==> src/rtl/control_sequencer_pkg.sv <==
// ---------------------------------------------------------------------------
// control_sequencer_pkg
// Shared RV32I definitions for the control sequencer and the immediate
// extractor: opcode constants, immediate-type codes, writeback and PC source
// encodings, sequencer state encoding and the decoded instruction class.
// ---------------------------------------------------------------------------
package control_sequencer_pkg;

    // RV32I major opcodes (instruction bits [6:0])
    localparam logic [6:0] OPC_LUI    = 7'b0110111;
    localparam logic [6:0] OPC_AUIPC  = 7'b0010111;
    localparam logic [6:0] OPC_JAL    = 7'b1101111;
    localparam logic [6:0] OPC_JALR   = 7'b1100111;
    localparam logic [6:0] OPC_BRANCH = 7'b1100011;
    localparam logic [6:0] OPC_LOAD   = 7'b0000011;
    localparam logic [6:0] OPC_STORE  = 7'b0100011;
    localparam logic [6:0] OPC_OP_IMM = 7'b0010011;
    localparam logic [6:0] OPC_OP     = 7'b0110011;
    localparam logic [6:0] OPC_FENCE  = 7'b0001111;
    localparam logic [6:0] OPC_SYSTEM = 7'b1110011;

    // Immediate type presented to the immediate extractor
    typedef enum logic [2:0] {
        IMM_NONE = 3'd0,
        IMM_I    = 3'd1,
        IMM_U    = 3'd2,
        IMM_S    = 3'd3,
        IMM_B    = 3'd4,
        IMM_UJ   = 3'd5
    } imm_sel_e;

    // Register-file writeback source
    typedef enum logic [1:0] {
        WB_ALU  = 2'd0,
        WB_LOAD = 2'd1,
        WB_PC4  = 2'd2,
        WB_IMM  = 2'd3
    } wb_sel_e;

    // Next-PC source
    typedef enum logic [1:0] {
        PC_PLUS4  = 2'd0,
        PC_TARGET = 2'd1,
        PC_JALR   = 2'd2
    } pc_src_e;

    // Sequencer states
    typedef enum logic [2:0] {
        ST_FETCH     = 3'd0,
        ST_DECODE    = 3'd1,
        ST_EXECUTE   = 3'd2,
        ST_MEM       = 3'd3,
        ST_WRITEBACK = 3'd4,
        ST_HALTED    = 3'd5
    } state_e;

    // Decoded instruction class; OP and OP-IMM share CLS_ALU
    typedef enum logic [3:0] {
        CLS_ALU     = 4'd0,
        CLS_LUI     = 4'd1,
        CLS_AUIPC   = 4'd2,
        CLS_JAL     = 4'd3,
        CLS_JALR    = 4'd4,
        CLS_BRANCH  = 4'd5,
        CLS_LOAD    = 4'd6,
        CLS_STORE   = 4'd7,
        CLS_FENCE   = 4'd8,
        CLS_SYSTEM  = 4'd9,
        CLS_ILLEGAL = 4'd10
    } instr_class_e;

    // Classes that produce a register-file result (rd==x0 is filtered separately)
    function automatic logic writes_rd(input instr_class_e cls);
        case (cls)
            CLS_ALU, CLS_LUI, CLS_AUIPC, CLS_JAL, CLS_JALR, CLS_LOAD: writes_rd = 1'b1;
            default:                                                   writes_rd = 1'b0;
        endcase
    endfunction

endpackage

==> src/rtl/control_sequencer_opcode_decoder.sv <==
// ---------------------------------------------------------------------------
// control_sequencer_opcode_decoder
// Purely combinational classification of the latched instruction.
// Ports:
//   opcode    in  7  IR[6:0]
//   funct3    in  3  IR[14:12]
//   funct7_b5 in  1  IR[30] (SUB/SRA select)
//   cls       out    instruction class
//   imm_sel   out    immediate type
//   alu_op    out 4  {funct7[5], funct3} or ADD
//   alu_src_a out 1  0 rs1, 1 PC
//   alu_src_b out 1  0 rs2, 1 immediate
//   wb_sel    out    writeback source
//   illegal   out 1  opcode not part of RV32I
// ---------------------------------------------------------------------------
module control_sequencer_opcode_decoder
    import control_sequencer_pkg::*;
(
    input  logic [6:0]   opcode,
    input  logic [2:0]   funct3,
    input  logic         funct7_b5,
    output instr_class_e cls,
    output imm_sel_e     imm_sel,
    output logic [3:0]   alu_op,
    output logic         alu_src_a,
    output logic         alu_src_b,
    output wb_sel_e      wb_sel,
    output logic         illegal
);

    // Opcode classification and datapath control selection
    always_comb begin
        cls       = CLS_ILLEGAL;
        imm_sel   = IMM_NONE;
        alu_op    = 4'b0000;
        alu_src_a = 1'b0;
        alu_src_b = 1'b0;
        wb_sel    = WB_ALU;
        case (opcode)
            OPC_OP: begin
                cls    = CLS_ALU;
                alu_op = {funct7_b5, funct3};
            end
            OPC_OP_IMM: begin
                // IR[30] is immediate data except for the SRLI/SRAI pair
                cls       = CLS_ALU;
                imm_sel   = IMM_I;
                alu_src_b = 1'b1;
                alu_op    = {(funct3 == 3'b101) & funct7_b5, funct3};
            end
            OPC_LUI: begin
                cls       = CLS_LUI;
                imm_sel   = IMM_U;
                alu_src_b = 1'b1;
                wb_sel    = WB_IMM;
            end
            OPC_AUIPC: begin
                cls       = CLS_AUIPC;
                imm_sel   = IMM_U;
                alu_src_a = 1'b1;
                alu_src_b = 1'b1;
            end
            OPC_JAL: begin
                cls     = CLS_JAL;
                imm_sel = IMM_UJ;
                wb_sel  = WB_PC4;
            end
            OPC_JALR: begin
                cls       = CLS_JALR;
                imm_sel   = IMM_I;
                alu_src_b = 1'b1;
                wb_sel    = WB_PC4;
            end
            OPC_BRANCH: begin
                cls     = CLS_BRANCH;
                imm_sel = IMM_B;
            end
            OPC_LOAD: begin
                cls       = CLS_LOAD;
                imm_sel   = IMM_I;
                alu_src_b = 1'b1;
                wb_sel    = WB_LOAD;
            end
            OPC_STORE: begin
                cls       = CLS_STORE;
                imm_sel   = IMM_S;
                alu_src_b = 1'b1;
            end
            OPC_FENCE:  cls = CLS_FENCE;
            OPC_SYSTEM: cls = CLS_SYSTEM;
            default:    cls = CLS_ILLEGAL;
        endcase
    end

    assign illegal = (cls == CLS_ILLEGAL);

endmodule

==> src/rtl/control_sequencer.sv <==
// ---------------------------------------------------------------------------
// control_sequencer
// Multi-cycle RV32I control FSM: FETCH -> DECODE -> EXECUTE -> [MEM] ->
// WRITEBACK, one instruction in flight. All outputs are registered.
// Ports:
//   CLK, RESET_N              clock, async active-low reset
//   IMEM_REQ/IMEM_READY       instruction fetch handshake, INSTRUCTION data
//   IR                        latched instruction
//   IMM_SELECTION, ALU_OP, ALU_SRC_A, ALU_SRC_B, WB_SEL, PC_SRC
//                             datapath selects, stable DECODE exit..WRITEBACK
//   BRANCH_TAKEN              comparator result, sampled in EXECUTE
//   DMEM_REQ/DMEM_WE/DMEM_READY data access handshake
//   REG_WRITE_EN, PC_WRITE_EN one-cycle WRITEBACK pulses
//   HALT                      sticky stop on ECALL/EBREAK/illegal opcode
// Build option: define INSTRET_COUNTER_EN to add the 64-bit INSTRET output,
// counting WRITEBACK cycles (FENCE included), frozen once halted.
// ---------------------------------------------------------------------------
module control_sequencer
    import control_sequencer_pkg::*;
(
    input  logic        CLK,
    input  logic        RESET_N,
    output logic        IMEM_REQ,
    input  logic        IMEM_READY,
    input  logic [31:0] INSTRUCTION,
    output logic [31:0] IR,
    output logic [2:0]  IMM_SELECTION,
    output logic [3:0]  ALU_OP,
    output logic        ALU_SRC_A,
    output logic        ALU_SRC_B,
    input  logic        BRANCH_TAKEN,
    output logic        DMEM_REQ,
    output logic        DMEM_WE,
    input  logic        DMEM_READY,
    output logic        REG_WRITE_EN,
    output logic [1:0]  WB_SEL,
    output logic        PC_WRITE_EN,
    output logic [1:0]  PC_SRC,
    output logic        HALT
`ifdef INSTRET_COUNTER_EN
    ,
    output logic [63:0] INSTRET
`endif
);

    state_e       state_r;
    instr_class_e cls_r;
    logic [31:0]  ir_r;
    logic         imem_req_r;
    logic         dmem_req_r;
    logic         dmem_we_r;
    logic         reg_write_en_r;
    logic         pc_write_en_r;
    logic         halt_r;
    logic [2:0]   imm_sel_r;
    logic [3:0]   alu_op_r;
    logic         alu_src_a_r;
    logic         alu_src_b_r;
    logic [1:0]   wb_sel_r;
    logic [1:0]   pc_src_r;

    instr_class_e dec_cls_s;
    imm_sel_e     dec_imm_sel_s;
    logic [3:0]   dec_alu_op_s;
    logic         dec_alu_src_a_s;
    logic         dec_alu_src_b_s;
    wb_sel_e      dec_wb_sel_s;
    logic         dec_illegal_s;
    logic         rd_write_s;

    control_sequencer_opcode_decoder u_decoder (
        .opcode    (ir_r[6:0]),
        .funct3    (ir_r[14:12]),
        .funct7_b5 (ir_r[30]),
        .cls       (dec_cls_s),
        .imm_sel   (dec_imm_sel_s),
        .alu_op    (dec_alu_op_s),
        .alu_src_a (dec_alu_src_a_s),
        .alu_src_b (dec_alu_src_b_s),
        .wb_sel    (dec_wb_sel_s),
        .illegal   (dec_illegal_s)
    );

    // Writes to x0 are suppressed here rather than in the register file
    assign rd_write_s = writes_rd(cls_r) && (ir_r[11:7] != 5'd0);

    // Sequencer state, instruction register and all registered control outputs
    always_ff @(posedge CLK or negedge RESET_N) begin
        if (!RESET_N) begin
            state_r        <= ST_FETCH;
            cls_r          <= CLS_ALU;
            ir_r           <= 32'd0;
            imem_req_r     <= 1'b0;
            dmem_req_r     <= 1'b0;
            dmem_we_r      <= 1'b0;
            reg_write_en_r <= 1'b0;
            pc_write_en_r  <= 1'b0;
            halt_r         <= 1'b0;
            imm_sel_r      <= 3'd0;
            alu_op_r       <= 4'd0;
            alu_src_a_r    <= 1'b0;
            alu_src_b_r    <= 1'b0;
            wb_sel_r       <= 2'd0;
            pc_src_r       <= 2'd0;
        end else begin
            // Write strobes are single-cycle unless re-armed below
            reg_write_en_r <= 1'b0;
            pc_write_en_r  <= 1'b0;
            case (state_r)
                ST_FETCH: begin
                    // After reset the request rises one cycle late ("fetch pending")
                    if (imem_req_r && IMEM_READY) begin
                        ir_r       <= INSTRUCTION;
                        imem_req_r <= 1'b0;
                        state_r    <= ST_DECODE;
                    end else begin
                        imem_req_r <= 1'b1;
                    end
                end
                ST_DECODE: begin
                    cls_r       <= dec_cls_s;
                    imm_sel_r   <= dec_imm_sel_s;
                    alu_op_r    <= dec_alu_op_s;
                    alu_src_a_r <= dec_alu_src_a_s;
                    alu_src_b_r <= dec_alu_src_b_s;
                    wb_sel_r    <= dec_wb_sel_s;
                    case (dec_cls_s)
                        CLS_JAL:  pc_src_r <= PC_TARGET;
                        CLS_JALR: pc_src_r <= PC_JALR;
                        default:  pc_src_r <= PC_PLUS4;
                    endcase
                    if (dec_illegal_s || (dec_cls_s == CLS_SYSTEM)) begin
                        halt_r  <= 1'b1;
                        state_r <= ST_HALTED;
                    end else if (dec_cls_s == CLS_FENCE) begin
                        pc_write_en_r <= 1'b1;
                        state_r       <= ST_WRITEBACK;
                    end else begin
                        state_r <= ST_EXECUTE;
                    end
                end
                ST_EXECUTE: begin
                    if (cls_r == CLS_BRANCH) begin
                        pc_src_r <= BRANCH_TAKEN ? PC_TARGET : PC_PLUS4;
                    end else begin
                        pc_src_r <= pc_src_r;
                    end
                    if ((cls_r == CLS_LOAD) || (cls_r == CLS_STORE)) begin
                        dmem_req_r <= 1'b1;
                        dmem_we_r  <= (cls_r == CLS_STORE);
                        state_r    <= ST_MEM;
                    end else begin
                        pc_write_en_r  <= 1'b1;
                        reg_write_en_r <= rd_write_s;
                        state_r        <= ST_WRITEBACK;
                    end
                end
                ST_MEM: begin
                    if (DMEM_READY) begin
                        dmem_req_r     <= 1'b0;
                        dmem_we_r      <= 1'b0;
                        pc_write_en_r  <= 1'b1;
                        reg_write_en_r <= rd_write_s;
                        state_r        <= ST_WRITEBACK;
                    end else begin
                        state_r <= ST_MEM;
                    end
                end
                ST_WRITEBACK: begin
                    // Next fetch request is issued straight out of writeback
                    imem_req_r <= 1'b1;
                    state_r    <= ST_FETCH;
                end
                ST_HALTED: begin
                    state_r <= ST_HALTED;
                end
                default: begin
                    imem_req_r <= 1'b0;
                    dmem_req_r <= 1'b0;
                    dmem_we_r  <= 1'b0;
                    halt_r     <= 1'b1;
                    state_r    <= ST_HALTED;
                end
            endcase
        end
    end

`ifdef INSTRET_COUNTER_EN
    logic [63:0] instret_r;

    // Retired-instruction counter; HALTED never reaches WRITEBACK so it freezes
    always_ff @(posedge CLK or negedge RESET_N) begin
        if (!RESET_N) begin
            instret_r <= 64'd0;
        end else if (state_r == ST_WRITEBACK) begin
            instret_r <= instret_r + 64'd1;
        end else begin
            instret_r <= instret_r;
        end
    end

    assign INSTRET = instret_r;
`endif

    assign IMEM_REQ      = imem_req_r;
    assign IR            = ir_r;
    assign IMM_SELECTION = imm_sel_r;
    assign ALU_OP        = alu_op_r;
    assign ALU_SRC_A     = alu_src_a_r;
    assign ALU_SRC_B     = alu_src_b_r;
    assign DMEM_REQ      = dmem_req_r;
    assign DMEM_WE       = dmem_we_r;
    assign REG_WRITE_EN  = reg_write_en_r;
    assign WB_SEL        = wb_sel_r;
    assign PC_WRITE_EN   = pc_write_en_r;
    assign PC_SRC        = pc_src_r;
    assign HALT          = halt_r;

endmodule

==> config.mk <==
export PLATFORM = sky130hd
export DESIGN_NAME = control_sequencer
export DESIGN_NICKNAME = d
export VERILOG_FILES = /design/src/rtl/control_sequencer_pkg.sv /design/src/rtl/control_sequencer_opcode_decoder.sv /design/src/rtl/control_sequencer.sv
export SDC_FILE = /design/constraint.sdc
export NUM_CORES = 1
export LEC_CHECK = 0
export CELL_PAD_IN_SITES_DETAIL_PLACEMENT = 0
export CELL_PAD_IN_SITES_GLOBAL_PLACEMENT = 1
export CORE_UTILIZATION = 38
export DETAILED_ROUTE_END_ITERATION = 10
export PLACE_DENSITY_LB_ADDON = 0.1
export SLEW_MARGIN = 10
export SYNTH_ARGS = -nofsm -noshare
export SYNTH_HDL_FRONTEND = slang
export SYNTH_SLANG_ARGS = --single-unit
==> constraint.sdc <==
create_clock -name CLK -period 4.7 [get_ports CLK]
set_input_delay 0.94 -clock CLK [delete_from_list [all_inputs] [get_ports CLK]]
set_output_delay 0.94 -clock CLK [all_outputs]
set_load 0.1 [all_outputs]
-- After elaboration in Yosys (flattened, before gate mapping)
Index checks and enable logic that the tools add are counted.
- register bits: 58
- input port bits: 37
- output and inout bits: 51
- logic and storage cells: 107
- eq/ne operators: 34
- mux-type cells: 34
- bitwise operators: 3
- reduce and logical (&&, ||, !) cells: 21
- operator list (operator ; count):
    $pmux W4 S10 ; 1
    $pmux W3 S5 ; 2
    $eq A7 B7 Y1 const B ; 4
    $eq A7 B6 Y1 const B ; 3
    $eq A4 B3 Y1 const B ; 5
    $mux W1 ; 15
    $mux W3 ; 5
    $eq A7 B5 Y1 const B ; 2
    $eq A4 B2 Y1 const B ; 3
    $eq A4 B4 Y1 const B ; 3
    $pmux W1 S3 ; 4
    $reduce_or A6 Y1 ; 2
    $ne A2 B2 Y1 const B ; 5
    $eq A3 B3 Y1 const B ; 3
    $pmux W2 S2 ; 2
    $pmux W4 S2 ; 1
    $reduce_or A4 Y1 ; 2
    $eq A7 B2 Y1 const B ; 1
    $eq A7 B4 Y1 const B ; 1
    $eq A3 B2 Y1 const B ; 2
    $pmux W2 S3 ; 1
    $reduce_and A2 Y1 ; 3
    $reduce_or A2 Y1 ; 3
    $reduce_bool A5 Y1 ; 1
    14 further kinds ; 18

-- Logic depth before layout (Yosys ltp)
Gate-level depths: netlist of run 1.
- word-level depth: 7
- depth in mapped cells: 6
- gate-level depth less buffers: 4

-- Hierarchy
A second synthesis of run 1 with hierarchy kept.
- cell total of the unflattened synthesis: 254
- area total of the unflattened synthesis: 2834.0 um^2
- modules (own cells, without submodules) (module ; instances ; cells each ; area each (um^2) ; sequential area each (um^2)):
    control_sequencer ; 1 ; 192 ; 2421.1 ; 1451.4
    control_sequencer_opcode_decoder ; 1 ; 62 ; 412.9 ; 0.0

-- Least setup slack after synthesis of run 1
No wires, ideal clock.
- kind: reg2reg
- from: register ir_r[0] (netlist: IR[0])
- to: register state_r[0]
- setup time: 0.142 ns
- data arrival time: 1.943 ns
- data required time: 4.558 ns
- setup slack: 2.615 ns
- stages on the path, launching flop included: 5
- buffers on the path: 0
- clock period less this slack: 2.085 ns
- path through: dfrtp_1 > nand2_1 > o41a_1 > o31ai_1 > a22oi_1
- longest elaborated chain between the ends: 7
- elaborated cells between the ends (all ways): 18
- classes of those cells: eq/ne (13); mux (3); reduce/logical (2)
- ends and longest elaborated chain (what ; RTL line ; source):
    from (decl) ; control_sequencer.sv:48 ; logic [31:0] ir_r;
    from (signal assigned) ; control_sequencer.sv:92 ; ir_r <= 32'd0;
    from (signal assigned) ; control_sequencer.sv:113 ; ir_r <= INSTRUCTION;
    $eq A7 B6 Y1 / $eq A7 B5 Y1 (equally long branches) ; control_sequencer_opcode_decoder.sv:39 ; case (opcode)
    $reduce_or A2 Y1 (no source line) ; n/a ;
    $pmux W4 S10 (*) ; control_sequencer_opcode_decoder.sv:39 ;
    $eq A4 B4 Y1, on equally long branches ; control_sequencer_opcode_decoder.sv:95, control_sequencer.sv:132 ;
    $logic_or A1 B1 Y1 (*) ; control_sequencer.sv:132 ; if (dec_illegal_s || (dec_cls_s == CLS_SYSTEM)) begin
    $mux W3 (*) ; control_sequencer.sv:132 ;
    $pmux W3 S5 (*) ; control_sequencer.sv:109 ; case (state_r)
    to (signal assigned) ; control_sequencer.sv:115 ; state_r <= ST_DECODE;
    to (signal assigned) ; control_sequencer.sv:134 ; state_r <= ST_HALTED;
    to (signal assigned) ; control_sequencer.sv:137 ; state_r <= ST_WRITEBACK;
    to (decl) ; control_sequencer.sv:46 ; state_e state_r;
Every way passes the cells marked *; elsewhere a longest branch is shown, timed or not.
A chain may end at the register's enable or synchronous reset.

-- Final worst setup path of run 1
- from: register ir_r[4] (netlist: IR[4])
- to: output port IR[4]
- RTL lines (what ; RTL line ; source):
    to (decl) ; control_sequencer.sv:26 ; output logic [31:0] IR,
No word-level cell between the ends.

==> results of run 1 <==
## cells by family (layout without fill, tap and decap cells)
group / after synthesis / count (layout)
AND/OR/NAND/NOR: 75 / 75
flip-flops: 58 / 58
AO/OA/AOI/OAI: 48 / 48
multiplexers: 36 / 36
buffers and inverters: 18 / 106
## cell usage in the layout (no fill, tap or decap), types with 2 or more instances in the layout
cell	n
clkdlybuf4s50_1	86
dfrtp_1	58
mux2_2	33
nand2_1	19
nor2_1	17
o21ai_0	12
clkbuf_8	10
a21oi_1	9
nand2b_1	6
nand3_1	5
a22o_1	5
inv_1	4
nor2b_1	4
nor3_1	3
o31ai_1	3
or4_1	2
o211ai_1	2
and3_1	2
mux2i_1	2
and2_1	2
nor4_1	2
a31oi_1	2
nor4bb_1	2
o2111ai_1	2
nand4b_1	2
a21o_1	2
clkinv_2	2
## how the worst max path moves through the flow
stage / startpoint / to / slack, ns / depth (start not counted)
final: IR[4]$_DFFE_PN0P_ / IR[4] / 1.49 / 1
after global routing: IR[4]$_DFFE_PN0P_ / IR[4] / 1.42 / 1
after CTS: IR[4]$_DFFE_PN0P_ / IR[4] / 1.49 / 1
after detailed placement: IR[4]$_DFFE_PN0P_ / IR[4] / 1.86 / 1
after global placement: IR[4]$_DFFE_PN0P_ / IR[4] / 1.87 / 1
after floorplan: IR[0]$_DFFE_PN0P_ / state_r[0]$_DFFE_PN0N_ / 2.61 / 4
## routing by layer
metal  share of wire  global-route usage  vias to the layer above
met4           0.012              0.0818                        0
met5               0                   0                        -
met3           0.059              0.0629                        7
met1            0.48               0.248                     1047
li1                -                   -                     1019
met2            0.45               0.276                       57
## worst min-delay path: stages, from the launching register on
cell	delay, ns
dfrtp_1	0.34
nand2_1	0.05
nand2_1	0.05
## stage by stage
stage          cell area (um2)  utilization  hold WS (ns)  worst slack [ns]
5_1_grt                   3770        0.549         0.493              1.42
3_5_place_dp              3610        0.526         0.457              1.86
6_report                  3770        0.549         0.464              1.49
2_1_floorplan             2720            -         0.484              2.61
4_1_cts                   3770        0.549         0.469              1.49
3_3_place_gp              3610        0.526         0.451              1.87
## sequential cells by signal (all words and copies together) (netlist names)
| name | cells |
|---|---|
| cls_r | 4 |
| state_r | 3 |
| IMM_SELECTION | 3 |
| PC_WRITE_EN | 1 |
| ALU_SRC_A | 1 |
| WB_SEL | 2 |
| DMEM_REQ | 1 |
| IR | 32 |
| DMEM_WE | 1 |
| IMEM_REQ | 1 |
| ALU_SRC_B | 1 |
| ALU_OP | 4 |
| PC_SRC | 2 |
| REG_WRITE_EN | 1 |
| HALT | 1 |
## layout make-up
type                            instances  area [um2]  area share
Timing Repair Buffer                   88         873       0.232
Inverter                                4        15.0     0.00398
Clock inverter                          3        17.5     0.00464
Multi-Input combinational cell        159        1150       0.306
Sequential cell                        58        1450       0.385
Tap cell                               96         120      0.0319
Clock buffer                           11         141      0.0375
==> flow_metrics.env, run 1 <==
export IMPL_drc_errors=0
export IMPL_timing_final_crit_share=0.684
export IMPL_synth_top_family_by_area="simple AND/OR/NAND/NOR gates"
export IMPL_synth_area_um2=2720
export IMPL_synth_xor_area_share=0
export IMPL_maxSlewHeadroom=0.327
export IMPL_yosysWarnings=0
export IMPL_coreArea_um2=6870
export IMPL_synth_edff_count=0
export IMPL_hpwl_um=4370
export IMPL_synth_fp_nets=272
export IMPL_synth_flop_cell="dfrtp_1"
export IMPL_hp_start="ALU_OP[3]$_DFFE_PN0P_"
export IMPL_crit_family="buffers and inverters"
export IMPL_synthArstFlopShare=1.00
export IMPL_synth_simple_area_share=0.156
export IMPL_io_buffers=87
export IMPL_ys_seq_area_frac=0.533
export IMPL_fillers=612
export IMPL_syn2layout_area_growth_pct=38.4
export IMPL_drive_gt1_frac=0.173
export IMPL_chipHeight_um=86.7
export IMPL_start_util=0.397
export IMPL_overflow=0
export IMPL_drv_cap=0
export IMPL_postCtsSetupRepairBufs=0
export IMPL_worst_slew_pin_slew_ns=1.01
export IMPL_antenna_found_initial=0
export IMPL_cts_resized=0
export IMPL_synthDistinctLibCells=49
export IMPL_worstPathCellList="clkdlybuf4s50_1"
export IMPL_synth_seq_cells=58
export IMPL_synth_adder_area_share=0
export IMPL_crit_fanout=17
export IMPL_cpPeakStageDelay_ns=1.24
export IMPL_crit_arrival_ns=2.27
export IMPL_finalHoldViolations=0
export IMPL_synthMuxAreaShare=0.148
export IMPL_placed_cells=405
export IMPL_path_clk_slew_ns=0.07
export IMPL_hold_buffers=0
export IMPL_firstDrtPassIters=5
export IMPL_synth_top_cell_by_area="dfrtp_1"
export IMPL_cts_buffers=9
export IMPL_start_kind="flip-flop"
export IMPL_detail_route_vias_per_cell=5.08
export IMPL_htreeDepth=3
export IMPL_fmax_ghz=0.311
export IMPL_crit_buf_inv=1
export IMPL_reg2reg_depth=4
export IMPL_stdcell_count=419
export IMPL_min_path_type="flip-flop to flip-flop"
export IMPL_row_count=30
export IMPL_worstPathRequired_ns=3.76
export IMPL_cp_slowest_cell="clkdlybuf4s50_1"
export IMPL_dieArea_um2=7510
export IMPL_min_period_ns=3.21
export IMPL_setup_violations=0
export IMPL_syn_area_per_cell_um2=11.6
export IMPL_gp_congestion=0.786
export IMPL_min_to="ALU_OP[3]$_DFFE_PN0P_"
export IMPL_fin_nets=357
export IMPL_synth_area_top_cells="dfrtp_1 53%, mux2_2 14%, nand2_1 2.6%"
export IMPL_die_w_um=86.7
export IMPL_yosys_area_top_type_share=0.533
export IMPL_r2r_slack_ns=2.54
export IMPL_cp_end_kind="output port"
export IMPL_vias=2130
export IMPL_synth_commonest_cells="58 x dfrtp_1, 33 x mux2_2, 19 x nand2_1"
export IMPL_status="complete, no violations"
export IMPL_synth_cells=235
export IMPL_clock_sinks=58
export IMPL_synth_compound_area_frac=0.119
export IMPL_slew_violations=0
export IMPL_clock_latency_ns=0.33
export IMPL_wl_per_cell_um=15.6
export IMPL_totalNegativeSetupSlack_ns=0
export IMPL_r2r_start="state_r[2]$_DFFE_PN0N_"
export IMPL_cts_tree="done"
export IMPL_drtAntennaViolNets=0
export IMPL_critPathKind="flip-flop to output port"
export IMPL_grt_pass1_vias=2130
export IMPL_yosysMostFrequentCell="dfrtp_1"
export IMPL_r2r_end="IR[12]$_DFFE_PN0P_"
export IMPL_antennaDiodeCount=0
export IMPL_worstHoldPathCells=2
export IMPL_ioPinCount=88
export IMPL_skew_ns=0.00951
export IMPL_first_iter_violations=154
export IMPL_grt_usage=0.186
export IMPL_cts_root_buffer="clkbuf_8"
export IMPL_grt_max_degree=34
export IMPL_rsz0062_at_grt="false"
export IMPL_grt_first_pass_wirelength_um=10600
export IMPL_clockBufferDepth=2
export IMPL_routed_wirelength_um=6550
Power of run 1 is left out: the tool's default activity adds up to more than one toggle a clock period on the data nets, which glitch-free logic cannot reach.
==> run 2: changes to the inputs <==
- CORE_UTILIZATION: 38 -> 35
- clock period: 4.7 -> 3.05 ns (I/O delays scaled with it)
==> run 2 against run 1 <==
Against the previous run:
- clock-buffer cell count rose by 2
- non-clock buffer count rose by 2
- via count fell by 0.66%
- cell count rose by 1.4%
- clock skew rose by 0.00062 ns
- setup slack got worse by 0.47 ns
- routed wire length fell by 2.2%
- first-iteration DRC count fell by 45%
- critical path type unchanged
==> flow_metrics.env, run 2 (same netlist as run 1, synthesis figures left out) <==
export IMPL_min_period_ns=2.03
export IMPL_ioPinCount=88
export IMPL_critPathKind="flip-flop to output port"
export IMPL_crit_fanout=17
export IMPL_min_path_type="input pin to asynchronous set/reset pin"
export IMPL_path_clk_slew_ns=0.07
export IMPL_start_util=0.370
export IMPL_grt_use_met1=0.219
export IMPL_start_kind="flip-flop"
export IMPL_crit_family="flip-flops"
export IMPL_antenna_found_initial=0
export IMPL_grt_usage=0.169
export IMPL_clock_sinks=58
export IMPL_final_common_cell="dfrtp_1"
export IMPL_totalNegativeSetupSlack_ns=0
export IMPL_clock_latency_ns=0.34
export IMPL_drive_gt1_frac=0.337
export IMPL_gr_max_usage_layer="met2"
export IMPL_use_met2=0.258
export IMPL_coreArea_um2=7370
export IMPL_gp_congestion=0.761
export IMPL_final_cell_mix="58 x dfrtp_1, 54 x buf_4, 35 x clkdlybuf4s50_1, 33 x mux2_2, 19 x nand2_1"
export IMPL_syn2layout_area_growth_pct=36.1
export IMPL_cts_resized=0
export IMPL_grt_first_pass_wirelength_um=10800
export IMPL_crit_buf_inv=1
export IMPL_largest_reg_flops=32
export IMPL_io_buffers=87
export IMPL_hold_buffers=0
export IMPL_worstPathCellList="buf_4"
export IMPL_skew_ns=0.0101
export IMPL_routed_wirelength_um=6410
export IMPL_slew_violations=0
export IMPL_cpPeakStageDelay_ns=0.69
export IMPL_crit_arrival_ns=1.42
export IMPL_status="complete, no violations"
export IMPL_timing_final_crit_share=0.666
export IMPL_overflow=0
export IMPL_vias=2116
export IMPL_drv_cap=0
export IMPL_grt_pass1_vias=2178
export IMPL_cts_root_buffer="clkbuf_8"
export IMPL_firstDrtPassIters=4
export IMPL_die_w_um=90.2
export IMPL_cp_slowest_cell="dfrtp_1"
export IMPL_worstPathRequired_ns=2.44
export IMPL_worst_slew_pin_slew_ns=1.02
export IMPL_row_count=31
export IMPL_cts_tree="done"
export IMPL_grt_max_degree=46
export IMPL_cp_end_kind="output port"
export IMPL_wl_per_cell_um=15.1
export IMPL_maxSlewHeadroom=0.319
export IMPL_drc_errors=0
export IMPL_fillers=722
export IMPL_fin_nets=359
export IMPL_clockBufferDepth=2
export IMPL_hpwl_um=4420
export IMPL_rsz0062_at_grt="false"
export IMPL_detail_route_vias_per_cell=4.98
export IMPL_dieArea_um2=8140
export IMPL_chipHeight_um=90.2
export IMPL_fmax_ghz=0.492
export IMPL_finalHoldViolations=0
export IMPL_htreeDepth=3
export IMPL_postCtsSetupRepairBufs=0
export IMPL_first_iter_violations=84
export IMPL_setup_violations=0
export IMPL_antennaDiodeCount=0
export IMPL_use_met3=0.0567
export IMPL_cts_buffers=9
export IMPL_drtAntennaViolNets=0
[run 2: changes by cell type in the layout (fill, tap and decap cells not counted), sizes merged]
cell	change
clkinvlp	-1
clkdlybuf4s50	-51
clkinv	-1
buf	+53
clkbuf	+2
bufinv	+1
[run 2: cell type report]
| class | count | area [um2] | area share |
|---|---|---|---|
| clock inverter | 2 | 35.0 | 0.00945 |
| clock buffer | 13 | 169 | 0.0456 |
| multi-input combinational | 159 | 1150 | 0.311 |
| tap | 99 | 124 | 0.0334 |
| timing repair buffer | 90 | 761 | 0.205 |
| sequential | 58 | 1450 | 0.391 |
| inverter | 4 | 15.0 | 0.00405 |
[run 2: through the flow]
step	hold slack, ns	instance area [um2]	setup WS (ns)	util	std cells
after floorplan	0.314	2720	0.965	-	235
after CTS	0.471	3710	1.02	0.503	425
after detailed placement	0.456	3500	0.837	0.475	410
after global placement	0.454	3500	0.875	0.475	410
final	0.451	3710	1.02	0.503	425
after global routing	0.484	3710	0.979	0.503	425
[run 2: routing by layer]
| metal | vias to the layer above | part of all wire |
|---|---|---|
| li1 | 1032 | - |
| met1 | 1015 | 0.47 |
| met2 | 62 | 0.46 |
| met3 | 7 | 0.054 |
| met4 | 0 | 0.013 |
| met5 | - | 0 |
[run 2: final timing paths]
kind	to	cells after the start	from	slack [ns]
setup / recovery	IR[3]	1	IR[3]$_DFFE_PN0P_	1.02
hold / removal	state_r[1]$_DFFE_PN0N_	1	RESET_N	0.45
setup reg to reg	IR[2]$_DFFE_PN0P_	5	state_r[2]$_DFFE_PN0N_	1.17
hold reg to reg	HALT$_DFFE_PN0P_	2	HALT$_DFFE_PN0P_	0.47
max in group asynchronous	IMEM_REQ$_DFFE_PN0N_	2	RESET_N	1.86
min in group CLK	HALT$_DFFE_PN0P_	2	HALT$_DFFE_PN0P_	0.47
Power of run 2 is left out for the same reason.
==> run 3: changes to the inputs <==
- CORE_UTILIZATION: 35 -> 32
- clock period: 3.05 -> 1.8 ns (I/O delays scaled with it)
==> run 3 against run 2 <==
Against the previous run:
- the run now ends with negative hold slack left
- setup slack worse by 0.83 ns
- sequential share of layout area is 6.1 points lower
- die area is 9.2% higher
- utilization is 3.5 points higher
- design area is 19% higher
- non-clock buffer count is 10 higher
- register-to-register slack worse by 0.99 ns
- clock skew is 0.0021 ns lower
- clock-buffer cell count is 2 lower
- global-route usage hardly changed
==> flow_metrics.env, run 3 (same netlist as run 1, synthesis figures left out) <==
export IMPL_status="complete, but fails checks"
export IMPL_violations="negative hold slack"
export IMPL_grt_usage=0.169
export IMPL_clock_latency_ns=0.34
export IMPL_worstPathRequired_ns=2.02
export IMPL_row_count=33
export IMPL_syn2layout_area_growth_pct=62.4
export IMPL_drc_errors=0
export IMPL_overflow=0
export IMPL_cts_root_buffer="clkbuf_8"
export IMPL_place_area_um2=4260
export IMPL_cpPeakStageDelay_ns=0.48
export IMPL_detail_route_vias_per_cell=4.95
export IMPL_cts_buffers=9
export IMPL_grt_pass1_vias=2218
export IMPL_setup_violations=0
export IMPL_wl_per_cell_um=15.1
export IMPL_totalNegativeSetupSlack_ns=0
export IMPL_slew_violations=0
export IMPL_hpwl_um=4940
export IMPL_fmax_ghz=0.619
export IMPL_crit_fanout=11
export IMPL_firstDrtPassIters=4
export IMPL_vias=2187
export IMPL_r2r_slack_ns=0.18
export IMPL_gp_congestion=0.794
export IMPL_start_util=0.332
export IMPL_drive_gt1_frac=0.380
export IMPL_antennaDiodeCount=0
export IMPL_multiInputGateArea_um2=1150
export IMPL_regArea_um2=1460
export IMPL_worstPathCellList="nor2_1, inv_1, nor2_4, buf_4, mux2_2"
export IMPL_cp_slowest_cell="dfrtp_1"
export IMPL_crit_path_start="state_r[0]$_DFFE_PN0N_"
export IMPL_grt_max_degree=31
export IMPL_drtAntennaViolNets=0
export IMPL_min_path_type="input pin to asynchronous set/reset pin"
export IMPL_use_met3=0.0793
export IMPL_start_kind="flip-flop"
export IMPL_gr_max_usage_layer="met2"
export IMPL_postCtsSetupRepairBufs=0
export IMPL_min_period_ns=1.62
export IMPL_crit_end="IR[24]$_DFFE_PN0P_"
export IMPL_path_clk_slew_ns=0.07
export IMPL_stdcell_area_um2=4420
export IMPL_largest_reg_flops=32
export IMPL_cts_tree="done"
export IMPL_r2r_start="state_r[0]$_DFFE_PN0N_"
export IMPL_fillers=719
export IMPL_timing_final_crit_share=0.898
export IMPL_utilization=0.538
export IMPL_fin_nets=369
export IMPL_first_iter_violations=82
export IMPL_routed_wirelength_um=6670
export IMPL_use_met2=0.252
export IMPL_crit_arrival_ns=1.84
export IMPL_grt_use_met1=0.210
export IMPL_antenna_found_initial=0
export IMPL_drv_cap=0
export IMPL_chipHeight_um=94.3
export IMPL_coreArea_um2=8220
export IMPL_clockBufferDepth=2
export IMPL_cp_end_kind="flip-flop"
export IMPL_clock_sinks=58
export IMPL_skew_ns=0.00804
export IMPL_whs_ns=-0.00210
export IMPL_hold_buffers=0
export IMPL_reg2reg_depth=5
export IMPL_worst_slew_pin_slew_ns=0.536
export IMPL_cts_resized=0
export IMPL_die_w_um=94.3
export IMPL_dieArea_um2=8880
export IMPL_ioPinCount=88
export IMPL_rsz0062_at_grt="false"
export IMPL_r2r_end="IR[24]$_DFFE_PN0P_"
export IMPL_htreeDepth=3
export IMPL_final_common_cell="buf_12"
export IMPL_io_buffers=87
export IMPL_final_cell_mix="53 x buf_12, 50 x dfrtp_1, 35 x clkdlybuf4s50_1, 33 x mux2_2, 19 x nand2_1"
export IMPL_critPathKind="flip-flop to flip-flop"
export IMPL_grt_first_pass_wirelength_um=11100
export IMPL_maxSlewHeadroom=0.643
export IMPL_finalHoldViolations=5
-- run 3: changes by cell type in the layout (fill, tap and decap cells not counted), sizes merged --
cell / previous run / this run
buf: 55 / 65
bufinv: 1 / 0
clkbuf: 13 / 11
clkinv: 1 / 2
clkinvlp: 0 / 3
-- run 3: metal layers --
layer / wire length, um / vias to the layer above
met4: 77 / 0
met2: 3210 / 61
met3: 486 / 8
li1: - / 1044
met1: 2900 / 1074
met5: 0 / -
-- run 3: metrics by stage --
stage	cells	hold slack, ns	worst slack (ns)
5_1_grt	442	0.0294	0.0380
4_1_cts	442	0.00174	0.175
3_5_place_dp	426	0.381	0.0377
6_report	442	-0.00210	0.184
3_3_place_gp	426	0.392	0.0733
2_1_floorplan	235	0.0644	0.0268
-- run 3: worst min-delay path by stage --
stage,endpoint,startpoint,cells past startpoint
global route,IR[26]$_DFFE_PN0P_,RESET_N,1
finish,IR[26]$_DFFE_PN0P_,RESET_N,1
detailed placement,IR[6]$_DFFE_PN0P_,RESET_N,1
CTS,IR[26]$_DFFE_PN0P_,RESET_N,1
global placement,IR[2]$_DFFE_PN0P_,RESET_N,1
floorplan,ALU_OP[0]$_DFFE_PN0P_,RESET_N,0
-- run 3: final cells by class --
class | count | area share
Timing Repair Buffer | 100 | 0.339
Sequential cell | 58 | 0.330
Multi-Input combinational cell | 159 | 0.261
Clock buffer | 11 | 0.0297
Tap cell | 105 | 0.0297
Clock inverter | 5 | 0.00736
Inverter | 4 | 0.00339
-- run 3: worst max-delay path, delay by kind of cell (launching register included) --
family / cells / cell delay (ns)
muxes: 1 / 0.35
and+or+nand+nor: 2 / 0.35
DFF: 1 / 0.48
buffers and inverters: 2 / 0.33
Power of run 3 is left out for the same reason.
